## config.mk

```make
export PLATFORM = sky130hd
export DESIGN_NAME = data_plane_rx_buffered
export DESIGN_NICKNAME = d
export VERILOG_FILES = /design/src/rtl/data_plane_rx_buffered.sv
export SDC_FILE = /design/constraint.sdc
export NUM_CORES = 1
export LEC_CHECK = 0
export ABC_AREA = 0
export BUFFER_PORTS_ARGS = -buffer_cell sky130_fd_sc_hd__buf_2
export CAP_MARGIN = 20
export CORE_UTILIZATION = 50
export DETAILED_ROUTE_END_ITERATION = 10
export GPL_TIMING_DRIVEN = 0
export PLACE_DENSITY = 0.71
export REMOVE_ABC_BUFFERS = 1
export SETUP_SLACK_MARGIN = 0.4
export SYNTH_ARGS = -nofsm -noshare
export SYNTH_HDL_FRONTEND = slang
export SYNTH_SLANG_ARGS = --single-unit
```

## constraint.sdc

```tcl
create_clock -name clk -period 2.65 [get_ports clk]
set_input_delay 0.265 -clock clk [delete_from_list [all_inputs] [get_ports clk]]
set_output_delay 0.265 -clock clk [all_outputs]
set_load 0.01 [all_outputs]
```

## src/rtl/data_plane_rx_buffered.sv

```systemverilog
// data_plane_rx_buffered: node-ID filtered receive buffer (FIFO or LIFO) with a GPP read port
module data_plane_rx_buffered #(
    parameter int DATA_W    = 16,
    parameter int ID_W      = 16,
    parameter int DEPTH     = 16,
    parameter int BURST_LEN = 5,
    parameter int LIFO_MODE = 0
) (
    input  logic                       clk,
    input  logic                       rst,
    input  logic [ID_W+DATA_W-1:0]     rx_packet,
    input  logic                       rx_valid,
    input  logic [ID_W-1:0]            node_id,
    input  logic                       rd_req,
    input  logic                       clr_err,
    output logic [DATA_W-1:0]          rd_data,
    output logic                       rd_valid,
    output logic [$clog2(DEPTH):0]     level,
    output logic                       full,
    output logic                       empty,
    output logic                       burst_done,
    output logic                       overflow,
    output logic                       underflow
);
    localparam int AW = $clog2(DEPTH);
    localparam int LW = AW + 1;
    localparam int BW = BURST_LEN > 1 ? $clog2(BURST_LEN) : 1;
    logic [DATA_W-1:0] mem [DEPTH];
    logic [AW-1:0]     wr_ptr, rd_ptr, rd_addr, wr_addr;
    logic [BW-1:0]     burst_cnt;
    logic              match, pop, wr, drop, burst_end;
    assign match     = rx_valid && rx_packet[ID_W+DATA_W-1:DATA_W] == node_id;
    assign pop       = rd_req && !empty;
    assign wr        = match && (!full || pop);
    assign drop      = match && full && !pop;
    assign burst_end = match && burst_cnt == BW'(BURST_LEN - 1);
    assign full      = level == LW'(DEPTH);
    assign empty     = level == '0;
    // In stack mode wr_ptr is the stack pointer; a concurrent push+pop replaces the top slot
    assign rd_addr   = LIFO_MODE != 0 ? wr_ptr - AW'(1) : rd_ptr;
    assign wr_addr   = (LIFO_MODE != 0 && pop) ? wr_ptr - AW'(1) : wr_ptr;
    always_ff @(posedge clk)
        if (wr) mem[wr_addr] <= rx_packet[DATA_W-1:0];
    always_ff @(posedge clk or negedge rst) begin
        if (!rst) begin
            wr_ptr     <= '0;
            rd_ptr     <= '0;
            level      <= '0;
            burst_cnt  <= '0;
            burst_done <= 1'b0;
            overflow   <= 1'b0;
            underflow  <= 1'b0;
            rd_valid   <= 1'b0;
            rd_data    <= '0;
        end else begin
            if (wr && !pop) level <= level + LW'(1);
            else if (pop && !wr) level <= level - LW'(1);
            if (LIFO_MODE != 0) begin
                if (wr && !pop) wr_ptr <= wr_ptr + AW'(1);
                else if (pop && !wr) wr_ptr <= wr_ptr - AW'(1);
            end else begin
                if (wr) wr_ptr <= wr_ptr + AW'(1);
                if (pop) rd_ptr <= rd_ptr + AW'(1);
            end
            if (match) burst_cnt <= burst_end ? '0 : burst_cnt + BW'(1);
            burst_done <= burst_end;
            overflow   <= drop || (overflow && !clr_err);
            underflow  <= rd_req && empty;
            rd_valid   <= pop;
            if (pop) rd_data <= mem[rd_addr];
        end
    end
endmodule

```

# --- Word-level counts from Yosys, hierarchy flattened ---
# Memory sizes are Yosys's and may differ from the RTL's. A register that Yosys moved wholly into a read port is not among the register bits.
# Cells that the tools add are included.
word_totals:
  reg_bits: 20
  latchBits: 0
  mem_bits_rw: 256
  romBits: 0
  input_bits: 53
  output_inout_bits: 27
  elab_cells: 42
  mem_count: 1
classes:
  addsub: 5
  multipliers: 0
  n_div: 0
  order_cmp: 0
  n_eq_ne: 3
  shifts: 0
  mux: 5
  n_bitwise: 0
  reduce_logical: 20
memory_table:
  columns: ["memory", "depth", "word_bits", "rd", "rd_clocked_by_memory_dff", "write_ports", "line", "rtl"]
  rows:
  - ["mem", 16, 16, 1, 1, 1, "28", "logic [DATA_W-1:0] mem [DEPTH];"]
op_table:
  columns: ["operator", "count"]
  rows:
  - ["$eq 16x16->1", 1]
  - ["$logic_and 1x1->1", 10]
  - ["$mux 5", 2]
  - ["$add 4x1->4 const B", 2]
  - ["$logic_not 1->1", 6]
  - ["$add 5x1->5 const B", 1]
  - ["$eq 5x5->1 const B", 1]
  - ["$logic_not 5->1", 1]
  - ["$sub 5x1->5 const B", 1]
  - ["$add 3x1->3 const B", 1]
  - ["$eq 3x3->1 const B", 1]
  - ["$mux 3", 1]
  - ["$logic_or 1x1->1", 2]
  - ["$mux 1", 2]
  - ["$reduce_bool 2->1", 1]

# --- Longest topological paths before layout ---
# Gate-level depths: netlist of run 1.
depth:
  depth_word: 9
  mapped_depth: 14
  ltp_nobuf: 12

# --- Least setup slack after synthesis of run 1 ---
# Ideal clock, no wire load.
synth_timing:
  path_kind: "flip-flop to flip-flop"
  start: "register level[1]"
  end: "register level[4]"
  setup_ns: 0.079
  t_arrival_ns: 2.949
  required_ns: 2.571
  path_slack_ns: -0.378
  path_stages_with_launch: 15
  n_path_buf: 2
  period_less_slack_ns: 3.028
  cell_sequence: "dfrtp_1 nor4_1 and2b_1 nor2b_1 clkbuf_1 inv_2 buf_2 ha_1 inv_1 ha_1 nor2b_1 o21a_1 or3_1 a21oi_1 xor2_1"
synth_between:
  elab_chain_len: 8
  word_cells_on_any_way: 16
  classes_between: "add/sub: 2; eq/ne: 1; mux: 2; reduce/logical: 11"
synth_rtl:
  columns: ["element", "line", "rtl"]
  rows:
  - ["from (decl)", "18", "output logic [$clog2(DEPTH):0] level,"]
  - ["from (signal assigned)", "56", "if (wr && !pop) level <= level + LW'(1);"]
  - ["from (signal assigned)", "57", "else if (pop && !wr) level <= level - LW'(1);"]
  - ["$logic_not 5->1 (*)", "38", "assign empty = level == '0;"]
  - ["via empty", "20", "output logic empty,"]
  - ["$logic_not 1->1 (*)", "33", "assign pop = rd_req && !empty;"]
  - ["$logic_and 1x1->1 (*)", "33", null]
  - ["via pop", "31", "logic match, pop, wr, drop, burst_end;"]
  - ["$logic_or 1x1->1", "34", "assign wr = match && (!full || pop);"]
  - ["$logic_and 1x1->1", "34", null]
  - ["$logic_not 1->1", "57", null]
  - ["$logic_and 1x1->1", "57", null]
  - ["$reduce_bool 2->1 (no source line)", null, null]
# The timed path passes the listed nets; every way through them passes the cells marked *. The select of a mux whose other input is x is not followed.
# A chain may end at the register's enable or synchronous reset.

# --- Worst setup path in the final report of run 1 ---
layout_timing:
  start: "register level[2]"
  end: "register level[4]"
layout_between:
  elab_chain_len: 8
  word_cells_on_any_way: 16
  classes_between: "add/sub: 2; eq/ne: 1; mux: 2; reduce/logical: 11"
layout_rtl:
  columns: ["element"]
  rows:
  - ["parallel branches: the longest is 8 deep, another holds $sub 5x1->5"]
# Several ways; the timed one is not identified. The select of a mux whose other input is x is not followed.

==> results of run 1 <==
-- state kept, by name (all words and copies together), names as in the netlist --
| register | count |
|---|---|
| underflow | 1 |
| overflow | 1 |
| rd_addr | 4 |
| rd_data | 16 |
| rd_valid | 1 |
| burst_cnt | 3 |
| mem | 256 |
| wr_addr | 4 |
| level | 5 |
| burst_done | 1 |
-- worst max-delay path by stage --
stage                            from                      end  cells after the start
2_1_floorplan  rd_addr[0]$_DFFE_PN0N_  rd_data[10]$_DFFE_PN0N_                      4
3_3_place_gp   rd_addr[0]$_DFFE_PN0N_   rd_data[3]$_DFFE_PN0N_                      4
5_1_grt          level[2]$_DFFE_PN0P_     level[4]$_DFFE_PN0P_                     12
4_1_cts          level[2]$_DFFE_PN0P_     level[4]$_DFFE_PN0P_                     12
3_5_place_dp     level[1]$_DFFE_PN0P_     level[4]$_DFFE_PN0P_                     12
6_report         level[2]$_DFFE_PN0P_     level[4]$_DFFE_PN0P_                     12
-- power breakdown --
group          total (mW)  leakage (nW)  internal (mW)  switching, mW
Clock                3.87         0.443           2.27           1.60
Sequential           5.59          2.75           5.21          0.382
Combinational        3.33          1.57           1.81           1.52
Total                12.8          4.76           9.30           3.51
-- layout make-up --
cell class	instances	area (um2)	area share, %
Clock buffer	44	842	6.15
Clock inverter	8	68.8	0.503
Inverter	11	51.3	0.375
Multi-Input combinational cell	264	3090	22.5
Sequential cell	292	8600	62.8
Tap cell	313	392	2.86
Timing Repair Buffer	100	638	4.66
Timing Repair inverter	1	6.26	0.0457
-- Yosys cell counts (5+ instances only) --
cell	count	area share [%]
dfrtp_1	36	7.7
a21oi_1	18	0.77
nand2_1	25	0.80
xnor2_1	6	0.45
buf_2	12	0.51
and2_1	6	0.32
mux4_2	64	12
inv_1	10	0.32
edfxtp_1	256	66
buf_1	6	0.19
mux2_2	19	1.8
o21ai_0	10	0.43
clkbuf_1	5	0.16
xor2_1	20	1.5
o21ai_1	9	0.38
and3_2	9	0.58
nor2_1	19	0.61
ha_1	11	1.2
mux2i_1	16	1.4
-- worst register-to-register path, stage by stage (launching register included) --
cell and delay (ns):
dfrtp_1 0.41, nor4_4 0.34, nand2_2 0.13, nor2_4 0.17
nor3_4 0.09, ha_4 0.19, inv_4 0.07, ha_4 0.20
nor2b_1 0.13, o21a_1 0.18, or3_4 0.34, a21oi_4 0.15
xor2_1 0.15
-- what timing repair did --
item                                    4_1_cts  5_1_grt
setup buffers                                10        6
hold buffers                                  2        0
endpoints found under the hold margin        37        0
pin swaps                                     9        5
gates cloned                                  1        0
endpoints found under the setup margin      272      237
gates resized for setup                      23       21
-- routing by layer --
layer  routed length (um)  track usage (%)  vias up
met5                    0                0        -
met1                 9460             27.0     2958
met2                11900             34.1      171
met3                 1240             2.48       43
li1                     -                -     2572
met4                  559             6.82        0
-- logic make-up after synthesis --
group | Yosys count
xor gates and xnor gates | 26
and+or+nand+nor | 84
AOI/OAI and AO/OA | 43
muxes | 99
buffers and inverters | 40
adders and majority gates | 12
DFF | 292
-- through the flow --
step	TNS [ns]	utilization, %	worst slack (ns)	total power [mW]
2_1_floorplan	-9.50	-	-0.568	7.84
3_3_place_gp	-53.80	54.1	-1.57	8.70
3_5_place_dp	-42.40	54.5	-0.838	8.73
4_1_cts	0	59.3	0.0462	12.8
5_1_grt	-0.0808	59.9	-0.0808	13.4
6_report	0	59.9	0.0402	12.8
==> reports/summary.txt, run 1 <==
Worst-skew pair later-pin latency: 0.54 ns
Most common cell after layout, fill and taps aside: edfxtp_1
Fill count: 1654
Die X: 155 um
CP max stage delay: 0.41 ns
Yosys reg bits: 292
Mapped Avg Cell Area: 19.7 um2
Reg2Reg Depth: 12
WHS Path Cells: 3
FMAX: 383 MHz
IO Port Bufs: 79
Post-Place Cells: 962
Leakage: 4.76 nW
Synth Cell Area: 11700 um2
Critical path buffers and inverters: 1
Crit path max-delay cell type: dfrtp_1
Routed WL: 23200 um
Post-Synth XOR/XNOR Area: 1.94%
Clock Skew: 0.00947 ns
Hold Crit Start: clr_err
Final instance area: 13700 um2
Number of global-route vias before repair: 6054
Post-DP HPWL: 12500 um
CTS H-tree lvls: 1
Synth Area in Adders: 1.34%
WP data required: 3.11 ns
Mapped Cells: 596
Pwr dens: 936 nW/um2
Placed cell area: 12400 um2
Synth Area in Compound Gates: 1.98%
GRT Resource Usage Total: 20.0%
Placer congestion estimate: 0.745
Area growth, synth to finish: 16.6%
Die height: 155 um
Post-synthesis sequential area ratio: 73.2%
Share of cells above drive strength 1: 36.4%
CTS tree: yes
Via count: 5744
Worst Path Arrival: 3.07 ns
Setup violations, final: 0
Antenna Nets Post-Route: 0
Slew margin rel.: 38.1%
Synth Flop Type: edfxtp_1
Mux contribution to synthesized area: 15.5%
# rows: 55
Final #Nets: 763
Simple-gate share of the synthesized area: 4.34%
Drt first pass iters: 4
Global-route wire length before repair: 35100 um
Number of synthesized flops with an enable pin: 256
TritonCTS buffer count: 28
Max Cap Viol: 0
Worst Hold End: overflow$_DFF_PN0_
Library cells used by synthesis: 42
Worst-Margin Slew: 0.929 ns
Fin crit period: 2.61 ns
Sink Count: 292
Critical path launch point type: flop
Crit-path most repeated cell: ha_4
Setup crit end kind: flop
RR Endpoint: level[4]$_DFFE_PN0P_
Drt via density: 5.56
Initial drt markers: 360
Reg clk slew, reported paths: 0.06 ns
Final Cycle Share: 98.5%
CP cell instances: nor4_4 > nand2_2 > nor2_4 > nor3_4 > ha_4 > inv_4 > ha_4 > nor2b_1 > o21a_1 > or3_4 > a21oi_4 > xor2_1
Worst Hold Class: primary input to flop
Clk buf depth: 3
Final max-slew violation count: 0
Core area: 22800 um2
Most frequent cells in the layout: edfxtp_1 (256), buf_2 (79), mux4_2 (64), dfrtp_1 (33), clkbuf_16 (29)
Root Buffer Master: clkbuf_16
Worst Path Max Fanout: 4
Initial antenna violation count: 0
Top delay family on crit path: simple AND/OR/NAND/NOR gates
Ys async rst share: 12.3%
Number of diodes: 0
VDD IR-drop max: 0.618 mV
Die area: 24100 um2
RSZ-0062 raised after global routing: yes
DRC Markers: 0
Hold slack: 0.0273 ns
Remaining global-route overflow: 0
Final Hold Fails: 0
Outcome: finished, final reports clean
Reg2Reg Setup Slack: 0.04 ns
Wire per inst: 22.4 um
Starting Density: 51.3%
Largest net degree at the start of global routing: 37
Largest family of logic cells by synthesized area: multiplexers
Setup CP Type: flop to flop
Yosys warns: 0
Finished Layout Cells: 1033
Num ports: 80
Reg2reg start: level[2]$_DFFE_PN0P_
Note: power is estimated with default switching activity, not from simulation.
==> run 2: changes to the inputs <==
--- a/config.mk
+++ b/config.mk
@@ -11,7 +11,7 @@
 export CORE_UTILIZATION = 50
 export DETAILED_ROUTE_END_ITERATION = 10
 export GPL_TIMING_DRIVEN = 0
-export PLACE_DENSITY = 0.71
+export PLACE_DENSITY = 0.68
 export REMOVE_ABC_BUFFERS = 1
 export SETUP_SLACK_MARGIN = 0.4
 export SYNTH_ARGS = -nofsm -noshare
==> constraint.sdc (replaced) <==
create_clock -name clk -period 2.7 [get_ports clk]
set_input_delay 0.27 -clock clk [delete_from_list [all_inputs] [get_ports clk]]
set_output_delay 0.27 -clock clk [all_outputs]
set_load 0.01 [all_outputs]
==> run 2 against run 1 <==
Net effect:
- first-iteration DRC count increased by 26%
- clock power decreased by 2%
- maximum frequency decreased by 0.30%
- critical path type unchanged
- critical endpoint unchanged
- largest cell class unchanged
- highest routed layer is now met5
==> reports/summary.txt, run 2 (synthesized netlist as in run 1, its figures left out) <==
Outcome: finished, final reports clean (unchanged)
Worst Hold Class: primary input to flop (unchanged)
Clock Skew: 0.0113 ns (was 0.00947 ns)
Most frequent cells in the layout: edfxtp_1 (256), buf_2 (79), mux4_2 (64), dfrtp_1 (32), clkbuf_16 (32) (was edfxtp_1 (256), buf_2 (79), mux4_2 (64), dfrtp_1 (33), clkbuf_16 (29))
RSZ-0062 raised after global routing: yes (unchanged)
Initial antenna violation count: 1 (was 0)
Placed cell area: 12500 um2 (was 12400 um2)
Reg2Reg Depth: 12 (unchanged)
Drt first pass iters: 6 (was 4)
Remaining global-route overflow: 0 (unchanged)
Initial drt markers: 455 (was 360)
Max Cap Viol: 0 (unchanged)
Total power: 12.5 mW (was 12.8 mW)
Share of cells above drive strength 1: 35.5% (was 36.4%)
Drt via density: 5.62 (was 5.56)
Highest metal used: met5 (was met4)
Starting Density: 51.3% (unchanged)
Fin crit period: 2.62 ns (was 2.61 ns)
Clk buf depth: 3 (unchanged)
Largest net degree at the start of global routing: 62 (was 37)
Wire per inst: 22.6 um (was 22.4 um)
VDD IR-drop max: 0.485 mV (was 0.618 mV)
Antenna Nets Post-Route: 0 (unchanged)
Setup CP Type: flop to flop (unchanged)
DRC Markers: 0 (unchanged)
CTS tree: yes (unchanged)
Root Buffer Master: clkbuf_16 (unchanged)
WL met1: 9960 um (was 9460 um)
# rows: 55 (unchanged)
Sink Count: 292 (unchanged)
TritonCTS buffer count: 30 (was 28)
Final Cycle Share: 96.9% (was 98.5%)
FMAX: 382 MHz (was 383 MHz)
Reg with most FFs: mem (unchanged)
Die area: 24100 um2 (unchanged)
Number of diodes: 0 (unchanged)
GRT Resource Usage Total: 20.2% (was 20.0%)
Die height: 155 um (unchanged)
Final Hold Fails: 0 (unchanged)
Final #Nets: 765 (was 763)
CTS H-tree lvls: 1 (unchanged)
Placer congestion estimate: 0.715 (was 0.745)
Core area: 22800 um2 (unchanged)
Via count: 5829 (was 5744)
Die X: 155 um (unchanged)
Setup violations, final: 0 (unchanged)
Post-DP HPWL: 12800 um (was 12500 um)
Number of global-route vias before repair: 6123 (was 6054)
Pwr dens: 915 nW/um2 (was 936 nW/um2)
Critical path launch point type: flop (unchanged)
WP data required: 3.16 ns (was 3.11 ns)
Area growth, synth to finish: 16.7% (was 16.6%)
Worst-skew pair later-pin latency: 0.54 ns (about the same)
Slew margin rel.: 35.6% (was 38.1%)
Reg clk slew, reported paths: 0.06 ns (about the same)
Most common cell after layout, fill and taps aside: edfxtp_1 (unchanged)
Num ports: 80 (unchanged)
Final instance area: 13700 um2 (about the same)
Pre-CTS WS: -0.769 ns (was -0.838 ns)
Routed WL: 23400 um (was 23200 um)
Worst-Margin Slew: 0.966 ns (was 0.929 ns)
Setup crit end kind: flop (unchanged)
Met2 routed WL: 11700 um (was 11900 um)
Met3 WL: 1310 um (was 1240 um)
Worst Path Arrival: 3.08 ns (was 3.07 ns)
Global-route wire length before repair: 35600 um (was 35100 um)
Largest register FFs: 256 (unchanged)
Worst Path Max Fanout: 4 (unchanged)
Final setup TNS: 0 ns (unchanged)
Leakage: 4.80 nW (was 4.76 nW)
WHS Path Cells: 3 (unchanged)
Final worst slack: 0.0825 ns (was 0.0402 ns)
IO Port Bufs: 79 (unchanged)
Top Registers: mem (256), rd_data (16), level (5) (unchanged)
Final max-slew violation count: 0 (unchanged)
## run 2: cell types whose count changed in the layout (fill, tap and decap cells not counted), moves of 3 or more
cell / before / now
clkinv_1: 1 / 12
and3_2: 2 / 12
and3_4: 10 / 0
clkbuf_8: 6 / 0
buf_4: 13 / 8
and2_2: 0 / 4
and2_4: 4 / 0
buf_8: 2 / 5
clkbuf_1: 9 / 6
clkbuf_16: 29 / 32
## run 2: what timing repair did
item | in CTS | in global routing
pin swaps | 6 | 6
gates cloned | 1 | 1
setup endpoints to repair | 256 | 26
setup buffers | 6 | 3
resized for setup | 21 | 6
hold buffers | 2 | 0
endpoints found under the hold margin | 37 | 0
## run 2: worst paths after layout
path | startpoint | endpoint | slack (ns)
worst max-delay path | level[3]$_DFFE_PN0P_ | level[4]$_DFFE_PN0P_ | 0.08
worst min-delay path | clr_err | overflow$_DFF_PN0_ | 0.02
worst max register to register | level[3]$_DFFE_PN0P_ | level[4]$_DFFE_PN0P_ | 0.08
worst min register to register | rd_data[0]$_DFFE_PN0N_ | rd_data[0]$_DFFE_PN0N_ | 0.48
max in group asynchronous | rst | level[3]$_DFFE_PN0P_ | 2.05
min in group asynchronous | rst | rd_data[1]$_DFFE_PN0N_ | 0.16
## run 2: critical path, stage by stage, from the launching register on
cell,delay [ns]
dfrtp_2,0.44
nor4_4,0.31
nand2_2,0.12
nor2_4,0.15
nor3_4,0.07
ha_4,0.19
inv_4,0.07
ha_4,0.20
nor2b_1,0.12
o21a_1,0.17
or3_4,0.35
a21oi_4,0.18
xor2_1,0.16
## run 2: routing by layer
layer | global-route usage (%) | vias up
li1 | - | 2578
met1 | 27.5 | 3036
met2 | 34.3 | 173
met3 | 3.26 | 40
met4 | 5.14 | 2
met5 | 0 | -
## run 2: stage by stage
| stage | hold WS [ns] | instances | utilization (%) |
|---|---|---|---|
| after floorplan | -0.0256 | 567 | - |
| final | 0.0237 | 1037 | 59.9 |
| after detailed placement | 0.465 | 967 | 54.9 |
| after global placement | 0.462 | 959 | 54.1 |
| after CTS | 0.00719 | 1032 | 59.5 |
| after global routing | 0.0371 | 1037 | 59.9 |
## run 2: final cells by class
| type | count | area [um2] |
|---|---|---|
| clock buffers | 37 | 798 |
| repair inverters | 1 | 6.26 |
| repair buffers | 100 | 706 |
| inverters | 11 | 51.3 |
| clock inverters | 19 | 111 |
| fillers | 1670 | 9160 |
| multi-input cells | 264 | 3030 |
| well taps | 313 | 392 |
| flip-flops and latches | 292 | 8600 |
## run 2: power by group
group,switching (mW),internal (mW)
sequential,0.269,5.12
combinational,1.55,1.78
clock,1.62,2.18
==> run 3: changes to the inputs <==
==> constraint.sdc (replaced) <==
create_clock -name clk -period 3 [get_ports clk]
set_input_delay 0.3 -clock clk [delete_from_list [all_inputs] [get_ports clk]]
set_output_delay 0.3 -clock clk [all_outputs]
set_load 0.01 [all_outputs]
==> run 3 against run 2 <==
Net effect:
- combinational power fell by 15%
- design area fell by 0.48%
- clock skew barely moved
- count of clock-buffer cells in the layout did not move
- via count fell by 0.93%
- sequential share of layout area rose by 0.31 points
- utilization fell by 0.29 points
- first-iteration DRC count fell by 1.3%
==> reports/summary.txt, run 3 (synthesized netlist as in run 1, its figures left out) <==
Outcome: finished, final reports clean (unchanged)
Drt first pass iters: 4 (was 6)
Fin util: 59.6% (was 59.9%)
Num ports: 80 (unchanged)
Leakage: 4.77 nW (was 4.80 nW)
Remaining global-route overflow: 0 (unchanged)
Global-route wire length before repair: 35500 um (was 35600 um)
Die area: 24100 um2 (unchanged)
TritonCTS buffer count: 30 (unchanged)
Sink Count: 292 (unchanged)
Max Cap Viol: 0 (unchanged)
Core area: 22800 um2 (unchanged)
Top delay family on crit path: simple AND/OR/NAND/NOR gates (unchanged)
Worst Hold Class: primary input to flop (unchanged)
Placer congestion estimate: 0.715 (unchanged)
Critical path buffers and inverters: 1 (unchanged)
WP data required: 3.46 ns (was 3.16 ns)
Final #Nets: 761 (was 765)
Worst Path Max Fanout: 4 (unchanged)
Top Registers: mem (256), rd_data (16), level (5) (unchanged)
CP cell instances: nor4_4 > nand2_2 > nor2_4 > nor3_4 > ha_4 > inv_4 > ha_4 > nor2b_1 > o21a_1 > or3_4 > a21oi_4 > xor2_1 (unchanged)
Largest net degree at the start of global routing: 62 (unchanged)
Via count: 5775 (was 5829)
Clk buf depth: 3 (unchanged)
Starting Density: 51.3% (unchanged)
Reg clk slew, reported paths: 0.06 ns (about the same)
Share of cells above drive strength 1: 34.3% (was 35.5%)
Pre-CTS WS: -0.469 ns (was -0.769 ns)
IO Port Bufs: 79 (unchanged)
Initial drt markers: 449 (was 455)
Fin crit period: 2.59 ns (was 2.62 ns)
Number of global-route vias before repair: 6122 (was 6123)
Fill count: 1673 (was 1670)
DRC Markers: 0 (unchanged)
Worst-skew pair later-pin latency: 0.55 ns (was 0.54 ns)
CTS tree: yes (unchanged)
Reg2Reg Depth: 12 (unchanged)
Initial antenna violation count: 1 (unchanged)
Slew margin rel.: 25.3% (was 35.6%)
Crit path max-delay cell type: dfrtp_2 (unchanged)
WHS Path Cells: 2 (was 3)
Critical path depth: 12 (unchanged)
Crit-path most repeated cell: ha_4 (unchanged)
Die height: 155 um (unchanged)
Antenna Nets Post-Route: 0 (unchanged)
Wire per inst: 22.3 um (was 22.6 um)
Largest register FFs: 256 (unchanged)
Area growth, synth to finish: 16.1% (was 16.7%)
Post-DP HPWL: 12800 um (unchanged)
RSZ-0062 raised after global routing: yes (unchanged)
Number of diodes: 0 (unchanged)
Final worst slack: 0.407 ns (was 0.0825 ns)
FMAX: 386 MHz (was 382 MHz)
Final Cycle Share: 86.4% (was 96.9%)
Setup crit end kind: flop (unchanged)
Root Buffer Master: clkbuf_16 (unchanged)
Worst-Margin Slew: 1.12 ns (was 0.966 ns)
CP max stage delay: 0.44 ns (about the same)
Pwr dens: 821 nW/um2 (was 915 nW/um2)
VDD IR-drop max: 0.436 mV (was 0.485 mV)
# rows: 55 (unchanged)
Final Hold Fails: 0 (unchanged)
Most common cell after layout, fill and taps aside: edfxtp_1 (unchanged)
Reg with most FFs: mem (unchanged)
Die X: 155 um (unchanged)
Final max-slew violation count: 0 (unchanged)
Drt via density: 5.59 (was 5.62)
Setup violations, final: 0 (unchanged)
Routed WL: 23000 um (was 23400 um)
CTS H-tree lvls: 1 (unchanged)
Most frequent cells in the layout: edfxtp_1 (256), buf_2 (79), mux4_2 (64), dfrtp_1 (32), clkbuf_16 (31) (was edfxtp_1 (256), buf_2 (79), mux4_2 (64), dfrtp_1 (32), clkbuf_16 (32))
Critical path launch point type: flop (unchanged)
Clock Skew: 0.0112 ns (was 0.0113 ns)
GRT Resource Usage Total: 20.1% (was 20.2%)
Setup CP Type: flop to flop (unchanged)
Worst Path Arrival: 3.06 ns (was 3.08 ns)
==> run 3: cell count changes in the layout (fill, tap and decap cells not counted), sizes merged <==
cell / change
dlygate4sd3: -1
buf: -2
clkbuf: -1
==> run 3: stage by stage <==
| step | area [um2] | std cells | hold WS (ns) | setup TNS, ns | power (mW) |
|---|---|---|---|---|---|
| after floorplan | 11600 | 567 | 0.00441 | -3.47 | 6.92 |
| after global placement | 12400 | 959 | 0.462 | -23.57 | 7.72 |
| final | 13600 | 1033 | 0.0393 | 0 | 11.2 |
| after detailed placement | 12500 | 967 | 0.465 | -1.19 | 7.74 |
| after CTS | 13600 | 1030 | 0.0275 | 0 | 11.2 |
| after global routing | 13600 | 1033 | 0.0455 | 0 | 11.7 |
==> run 3: layer usage <==
layer	global-route usage, %	vias to the layer above	wire length, um
met5	0	-	13
met1	27.3	3009	9910
met4	5.14	2	402
li1	-	2569	-
met3	3.26	39	1060
met2	34.1	156	11600
==> run 3: final cells by class <==
cell class,instances,area [um2],share of cell area [%]
Tap cell,313,392,2.87
Clock buffer,37,798,5.86
Sequential cell,292,8600,63.1
Clock inverter,19,111,0.817
Inverter,11,51.3,0.376
Timing Repair Buffer,96,648,4.76
Multi-Input combinational cell,264,3020,22.1
Timing Repair inverter,1,6.26,0.0459
==> run 3: worst reg2reg max path: stages (launching register included) <==
cell and delay, ns:
dfrtp_2 0.44, nor4_4 0.31, nand2_2 0.12, nor2_4 0.15, nor3_4 0.07, ha_4 0.19
inv_4 0.07, ha_4 0.20, nor2b_1 0.12, o21a_1 0.17, or3_4 0.34, a21oi_4 0.17
xor2_1 0.16
==> run 3: what timing repair did <==
action	in CTS	in global routing
resized for setup	14	6
gates cloned	1	0
hold buffers	1	0
setup endpoints to repair	20	49
buffers inserted	5	2
hold endpoints to repair	36	0
pin swaps	6	6
==> run 3: final timing paths <==
| check | from | endpoint | slack (ns) |
|---|---|---|---|
| worst max-delay path | level[3]$_DFFE_PN0P_ | level[4]$_DFFE_PN0P_ | 0.41 |
| worst min-delay path | rd_req | underflow$_DFF_PN0_ | 0.04 |
| worst max register to register | level[3]$_DFFE_PN0P_ | level[4]$_DFFE_PN0P_ | 0.41 |
| worst min register to register | rd_data[0]$_DFFE_PN0N_ | rd_data[0]$_DFFE_PN0N_ | 0.48 |
| max in group asynchronous | rst | level[3]$_DFFE_PN0P_ | 2.32 |
| min in group asynchronous | rst | rd_data[10]$_DFFE_PN0N_ | 0.19 |
==> run 3: power breakdown <==
part / total [mW] / internal [mW] / switching (mW) / leakage [nW]
registers: 4.92 / 4.61 / 0.308 / 2.75
clock network: 3.43 / 1.96 / 1.47 / 0.448
logic: 2.83 / 1.54 / 1.29 / 1.58
total: 11.2 / 8.11 / 3.07 / 4.77
